--- src/rtl/pipeline_stall_ctrl.sv ---
// Stall/flush sequencer for the 5-stage core: load-use bubbles, branch-on-flag waits,
// taken-branch wrong-path kill, data-memory freeze, and saturating stall/flush statistics.
module pipeline_stall_ctrl #(
   parameter int unsigned CNT_W        = 16,
   parameter int unsigned MAX_BR_STALL = 4
) (
   input  logic             clk,
   input  logic             rst_n,
   input  logic             hz_load_use,
   input  logic             br_in_id,
   input  logic             br_flag_pend,
   input  logic             br_lw_flag_pend,
   input  logic             br_taken,
   input  logic             dmem_req,
   input  logic             dmem_ack,
   input  logic             cnt_clr,
   output logic             pc_write,
   output logic             if_write,
   output logic             idex_flush,
   output logic             ifid_flush,
   output logic             exmem_hold,
   output logic [CNT_W-1:0] stall_cnt,
   output logic [CNT_W-1:0] flush_cnt,
   output logic             br_tmo_err
);

   typedef enum logic [1:0] {StRun, StBrWait, StMemWait} state_e;

   state_e           state_q, state_d;
   logic [7:0]       wait_q, wait_d;
   logic [8:0]       wait_inc;
   logic [CNT_W-1:0] stall_cnt_q, stall_cnt_d;
   logic [CNT_W-1:0] flush_cnt_q, flush_cnt_d;
   logic             br_tmo_err_q, br_tmo_err_d;
   logic             tmo_set;
   logic             flag_pend, mem_stall;

   // Ungated controls; reset forcing is applied on the way out.
   logic pc_w, if_w, idex_f, ifid_f, hold;

   assign flag_pend = br_flag_pend | br_lw_flag_pend;
   assign mem_stall = dmem_req & ~dmem_ack;
   assign wait_inc  = {1'b0, wait_q} + 9'd1;

   // Next-state and control decode; priority order inside each state matters.
   always_comb begin
      state_d = state_q;
      wait_d  = wait_q;
      tmo_set = 1'b0;
      pc_w    = 1'b1;
      if_w    = 1'b1;
      idex_f  = 1'b0;
      ifid_f  = 1'b0;
      hold    = 1'b0;
      unique case (state_q)
         StRun: begin
            if (mem_stall) begin
               pc_w    = 1'b0;
               if_w    = 1'b0;
               hold    = 1'b1;
               state_d = StMemWait;
            end else if (hz_load_use) begin
               pc_w   = 1'b0;
               if_w   = 1'b0;
               idex_f = 1'b1;
            end else if (br_in_id && flag_pend) begin
               pc_w    = 1'b0;
               if_w    = 1'b0;
               idex_f  = 1'b1;
               wait_d  = 8'd1;
               state_d = StBrWait;
            end else if (br_in_id && br_taken) begin
               ifid_f = 1'b1;
            end
         end
         StBrWait: begin
            if (mem_stall) begin
               // Branch is dropped here and re-evaluated once back in RUN.
               pc_w    = 1'b0;
               if_w    = 1'b0;
               hold    = 1'b1;
               state_d = StMemWait;
            end else if (flag_pend) begin
               if (wait_inc >= 9'(MAX_BR_STALL)) begin
                  tmo_set = 1'b1;
                  state_d = StRun;
               end else begin
                  pc_w   = 1'b0;
                  if_w   = 1'b0;
                  idex_f = 1'b1;
                  wait_d = wait_inc[7:0];
               end
            end else begin
               ifid_f  = br_taken;
               state_d = StRun;
            end
         end
         StMemWait: begin
            if (!dmem_ack) begin
               pc_w = 1'b0;
               if_w = 1'b0;
               hold = 1'b1;
            end else begin
               state_d = StRun;
            end
         end
         default: state_d = StRun;
      endcase
   end

   // Saturating statistics and sticky watchdog error.
   always_comb begin
      stall_cnt_d  = stall_cnt_q;
      flush_cnt_d  = flush_cnt_q;
      br_tmo_err_d = br_tmo_err_q | tmo_set;
      if (cnt_clr) begin
         stall_cnt_d = '0;
         flush_cnt_d = '0;
      end else begin
         if (!pc_w && (stall_cnt_q != '1)) stall_cnt_d = stall_cnt_q + 1'b1;
         if (ifid_f && (flush_cnt_q != '1)) flush_cnt_d = flush_cnt_q + 1'b1;
      end
   end

   // State and counter registers.
   always_ff @(posedge clk or negedge rst_n) begin
      if (!rst_n) begin
         state_q      <= StRun;
         wait_q       <= '0;
         stall_cnt_q  <= '0;
         flush_cnt_q  <= '0;
         br_tmo_err_q <= 1'b0;
      end else begin
         state_q      <= state_d;
         wait_q       <= wait_d;
         stall_cnt_q  <= stall_cnt_d;
         flush_cnt_q  <= flush_cnt_d;
         br_tmo_err_q <= br_tmo_err_d;
      end
   end

   // While in reset: hold PC/IF and flush both front-end registers.
   assign pc_write   = rst_n & pc_w;
   assign if_write   = rst_n & if_w;
   assign idex_flush = ~rst_n | idex_f;
   assign ifid_flush = ~rst_n | ifid_f;
   assign exmem_hold = rst_n & hold;
   assign stall_cnt  = stall_cnt_q;
   assign flush_cnt  = flush_cnt_q;
   assign br_tmo_err = br_tmo_err_q;

endmodule

--- config.mk ---
export PLATFORM = sky130hd
export DESIGN_NAME = pipeline_stall_ctrl
export DESIGN_NICKNAME = d
export VERILOG_FILES = /design/src/rtl/pipeline_stall_ctrl.sv
export SDC_FILE = /design/constraint.sdc
export NUM_CORES = 1
export LEC_CHECK = 0
export BUFFER_PORTS_ARGS = -buffer_cell sky130_fd_sc_hd__buf_2
export CORE_MARGIN = 4
export CORE_UTILIZATION = 55
export CTS_CLUSTER_SIZE = 24
export DETAILED_ROUTE_END_ITERATION = 8
export GPL_ROUTABILITY_DRIVEN = 1
export GPL_TIMING_DRIVEN = 0
export PLACE_DENSITY = 0.81
export SETUP_SLACK_MARGIN = 0.2
export SYNTH_ARGS = -nofsm -noshare
export SYNTH_HDL_FRONTEND = slang
export SYNTH_SLANG_ARGS = --single-unit
--- constraint.sdc ---
create_clock -name clk -period 4 [get_ports clk]
set_clock_uncertainty 0.05 [all_clocks]
set_input_delay 0.2 -clock clk [delete_from_list [all_inputs] [get_ports clk]]
set_output_delay 0.2 -clock clk [all_outputs]
set_load 0.05 [all_outputs]
# After elaboration in Yosys (flattened, before gate mapping)
# Cells that the tools add are included.
# word_totals
out_inout_bits	38
wordCells	91
input_bits	10
regBits	43
# classes
n_lt_le_gt_ge	1
mux	47
addsub	3
eq_ne	14
reduce_logical	12
n_bitwise	9
# op_table
op	n
16-bit 2-to-1 mux	4
8-bit 2-to-1 mux	6
16-bit by 1-bit adder with 16-bit output, second input constant	2
16-bit inequality test, second input constant	2
1-bit 2-to-1 mux	24
8-bit one-hot mux with 2 select lines	1
2-bit 2-to-1 mux	7
2-bit inequality test, second input constant	7
8-bit by 1-bit adder with 9-bit output, second input constant	1
9-bit by 3-bit greater-or-equal comparator with 1-bit output, second input constant	1
7-bit AND reduction	1
3-bit inequality test, second input constant	2
1-bit one-hot mux with 2 select lines	3
2-bit one-hot mux with 3 select lines	1
2-bit nonzero test	3
1-bit logical AND	4
4-bit inequality test, second input constant	1
1-bit bitwise OR	4
4-bit AND reduction	1
1-bit AND	3
1-bit one-hot mux with 3 select lines	1
2-bit by 1-bit == test with 1-bit output, second input constant	1
2-bit == test, second input constant	1
2-bit logical NOT	1
3 further kinds	4

# Logic depth before layout (Yosys ltp)
# depth
ltp_word	10
mapped_depth	9

# Worst setup path before layout
# No wires, ideal clock.
# synth_path
kind	register -> output
startpoint	reg wait_q[0]
endpoint	out idex_flush
path_buffers	0
setup_slack_ns	1.401
t_arrival_ns	2.349
path_stages_with_launch	6
path_cell_list	dfrtp_1 > ha_1 > o32ai_4 > nand2_1 > o22a_1 > o21ai_0
# synth_between
elab_chain_len	7
# synth_rtl
element	line	rtl
start: declaration	30	logic [7:0] wait_q, wait_d;
start signal: assignment	135	wait_q <= wait_d;
8-bit by 1-bit adder with 9-bit output	43	assign wait_inc = {1'b0, wait_q} + 9'd1;
9-bit by 3-bit greater-or-equal comparator with 1-bit output	84	if (wait_inc >= 9'(MAX_BR_STALL)) begin
1-bit 2-to-1 mux	84	
1-bit 2-to-1 mux	83	end else if (flag_pend) begin
1-bit 2-to-1 mux	77	if (mem_stall) begin
1-bit one-hot mux with 2 select lines	55	unique case (state_q)
1-bit bitwise OR	145	assign idex_flush = ~rst_n | idex_f;
end: declaration	19	output logic idex_flush,
# No other way between the ends.

# Worst setup path in the final report
# layout_path
startpoint	reg wait_q[5]
endpoint	out pc_write
# layout_between
elab_chain_len	7
# layout_rtl
element	line	rtl
8-bit by 1-bit adder with 9-bit output	43	
9-bit by 3-bit greater-or-equal comparator with 1-bit output	84	
1-bit 2-to-1 mux	84	
1-bit 2-to-1 mux	83	
1-bit 2-to-1 mux	77	
1-bit one-hot mux with 3 select lines	55	
1-bit AND	143	assign pc_write = rst_n & pc_w;
end: declaration	17	output logic pc_write,
# No other way between the ends.

==> flow_summary_export.csv <==
group,metric,value,unit
critical_path,crit_path_max_fanout,10,
yosys,postSynthCellCount,242,
yosys,synth_ff_type,"dfrtp_1",
flow_run,max_cap_violations,0,
final_layout,nets,308,
grt,grt_max_degree,48,
yosys,synth_top_area_share,46.34,%
clock_tree,cts_tree,"yes",
yosys,synth.net_count,255,
clock_tree,cts_buffers,5,
clock_tree,cts_setup_buffers,0,
route,via_per_inst,5.922,
critical_path,arrival,2280,ps
clock_tree,cts_num_sinks,43,
critical_path,critPathKind,"reg2out",
critical_path,critPathSlowestCell,"dfrtp_1",
final_layout,layout.cells.non_filler,346,
die,dieWidth,72.98,um
power,power-per-cell-area,397.2,mW/mm^2
sta,min_period_over_period,63.27,%
route,dr.pass1.iters,4,
sta,fmaxAchievable,0.3951,GHz
critical_path,critPathLaunchType,"flop",
final_layout,area_growth,18.32,%
yosys,ys_ff_latch,43,
sta,slew_headroom,33.52,%
clock_tree,cts.repair.resized,0,
die,core_area,0.004029,mm^2
yosys,yosysMostFrequentCell,"dfrtp_1",
yosys,yosysTopAreaCell,"dfrtp_1",
grt,grt_pass1_wl,8.873,mm
die,start_util,57.64,%
grt,antenna_found_initial,0,
critical_path,crit_required,3750,ps
clock_tree,htreeDepth,2,
critical_path,critical-path-max-stage-delay,420,ps
yosys,synth_edf_count,0,
placement,gp_congestion,0.8840,
yosys,ys_top_cells_by_count,"43 x dfrtp_1, 20 x nor2_1, 16 x a21oi_1, 15 x nand2_1, 15 x o21ai_0",
route,drc,0,
sta,fin_setup_tns,0,ps
grt,grt_overflow,0,
yosys,synth-async-reset-ratio,100.0,%
sta,rsz0062_at_grt,"no",
hold_path,holdCritPathClass,"in2async",
clock_tree,clkLatencyLatePin,300,ps
yosys,ys_top_cells_by_area,"dfrtp_1 46%, xor2_1 4.5%, nand4_1 3.8%, or3_1 3.5%, a21oi_1 3.4%",
route,drt_iter0_drc,92,
critical_path,crit_chain,"nand3_1 > xnor2_1 > o32ai_4 > a21oi_2 > buf_6 > buf_2 > and2_1 > buf_4 > buf_2",
grt,grt_use_total,21.43,%
placement,port_buffers,46,
die,io_pins,48,
power,p_leak,1.337,nW
clock_tree,cts_buffer_depth,2,
power,peakVddDrop,0.2444,mV
die,dieArea,0.005326,mm^2
sta,drv_slew,0,
status,status,"finished clean",
sta,min_period,2531,ps
sta,hold_violations,0,
placement,dp_hpwl,3.643,mm
yosys,ys_types,43,
critical_path,cp-end-kind,"output pin",
yosys,avgSynthCellArea,9.596,um^2
sta,setup_violations,0,
critical_path,r2r_setup_slack,1760,ps
die,num_rows,23,
final_layout,diodes,0,
route,vias,2049,
critical_path,path_common_cell,"buf_2",
clock_tree,cts_root_buf,"clkbuf_8",
placement,dp_cells,338,
yosys,synth.cell_area,0.002322,mm^2
sta,tightest_slew,997.2,ps
clock_tree,cts.clk_slew.worst_paths,80,ps
grt,grt_pass1_vias,2017,
final_layout,drive_above_1_share,22.64,%
route,final_antenna_net_count,0,
route,wire_per_inst,15.07,um
yosys,ys_seq_area_share,46.34,%
yosys,ys_warn_count,0,
clock_tree,hold_buffers,0,
die,die_h,72.98,um
route,wl,5.213,mm
==> power breakdown <==
group / switching (mW) / internal, mW
clock: 0.148 / 0.250
sequential: 0.0249 / 0.454
combinational: 0.140 / 0.0747
==> flip-flops by register name (all words and copies together), names as in the netlist <==
name        cells
state_q         2
br_tmo_err      1
stall_cnt      16
flush_cnt      16
wait_q          8
==> path summary, 6_finish.rpt <==
check | from | to | cells past startpoint
worst max register to register | stall_cnt[0] | stall_cnt[10] | 8
max in group asynchronous | rst_n | stall_cnt[11] | 1
worst min register to register | br_tmo_err | br_tmo_err | 1
min in group clk | dmem_ack | state_q[1] | 2
worst max-delay path | wait_q[5] | pc_write | 9
worst min-delay path | rst_n | stall_cnt[6] | 1
==> stage by stage <==
step / worst slack (ps) / utilization (%) / power (mW) / hold WS [ps] / cell area [um^2]
floorplan: 1401 / - / 0.6418 / -145.6 / 2322
global placement: 1782 / 64.91 / 0.6931 / 356.9 / 2615
detailed placement: 1766 / 64.91 / 0.7035 / 367.5 / 2615
CTS: 1429 / 68.20 / 1.103 / 42.23 / 2748
global route: 1288 / 68.20 / 1.137 / 56.42 / 2748
finish: 1469 / 68.20 / 1.091 / 11.13 / 2748
==> logic make-up after synthesis <==
kind of cell             after synthesis  synth area share [%]
flip-flops                            43                 46.34
AO/OA/AOI/OAI                         46                 12.93
adder cells (fa/ha/maj)                3                 1.617
buffers and inverters                 15                 3.340
multiplexers                           6                 2.748
AND/OR/NAND/NOR                      115                 27.75
XOR/XNOR                              14                 5.280
==> layout by cell type (no fill, tap or decap), types with 5 or more instances in the layout <==
cell type	synthesis	final
buf_2	2	48
dfrtp_1	43	43
nor2_1	20	20
a21oi_1	16	16
nand2_1	15	15
o21ai_0	15	15
nand4_1	14	14
or3_1	13	13
xor2_1	12	12
nand3_1	10	10
and3_1	10	10
nor2b_1	10	10
and2_1	7	7
clkbuf_1	6	7
clkbuf_8	0	5
==> per-layer routing <==
metal | up-vias | wire length [um] | track usage, %
li1 | 990 | - | -
met1 | 990 | 2320 | 28.46
met5 | - | 0 | 0
met2 | 61 | 2525 | 34.06
met3 | 8 | 285 | 3.306
met4 | 0 | 82 | 10.66
==> layout make-up <==
class / instances / area, um^2
inverter: 4 / 15.01
timing repair buffer: 46 / 230.2
clock buffer: 6 / 72.57
buffer: 11 / 62.56
fill: 344 / 1281
clock inverter: 2 / 60.06
sequential: 43 / 1076
tap: 50 / 62.56
multi-input combinational: 184 / 1169
==> critical path: cells and delay by family, from the launching register on <==
kind / cells / cell delay, ps
flops: 1 / 420
xor+xnor: 1 / 240
simple gates: 2 / 270
compound gates: 2 / 330
buf+inv: 4 / 700
No activity file was read; power rests on OpenSTA's default activity.
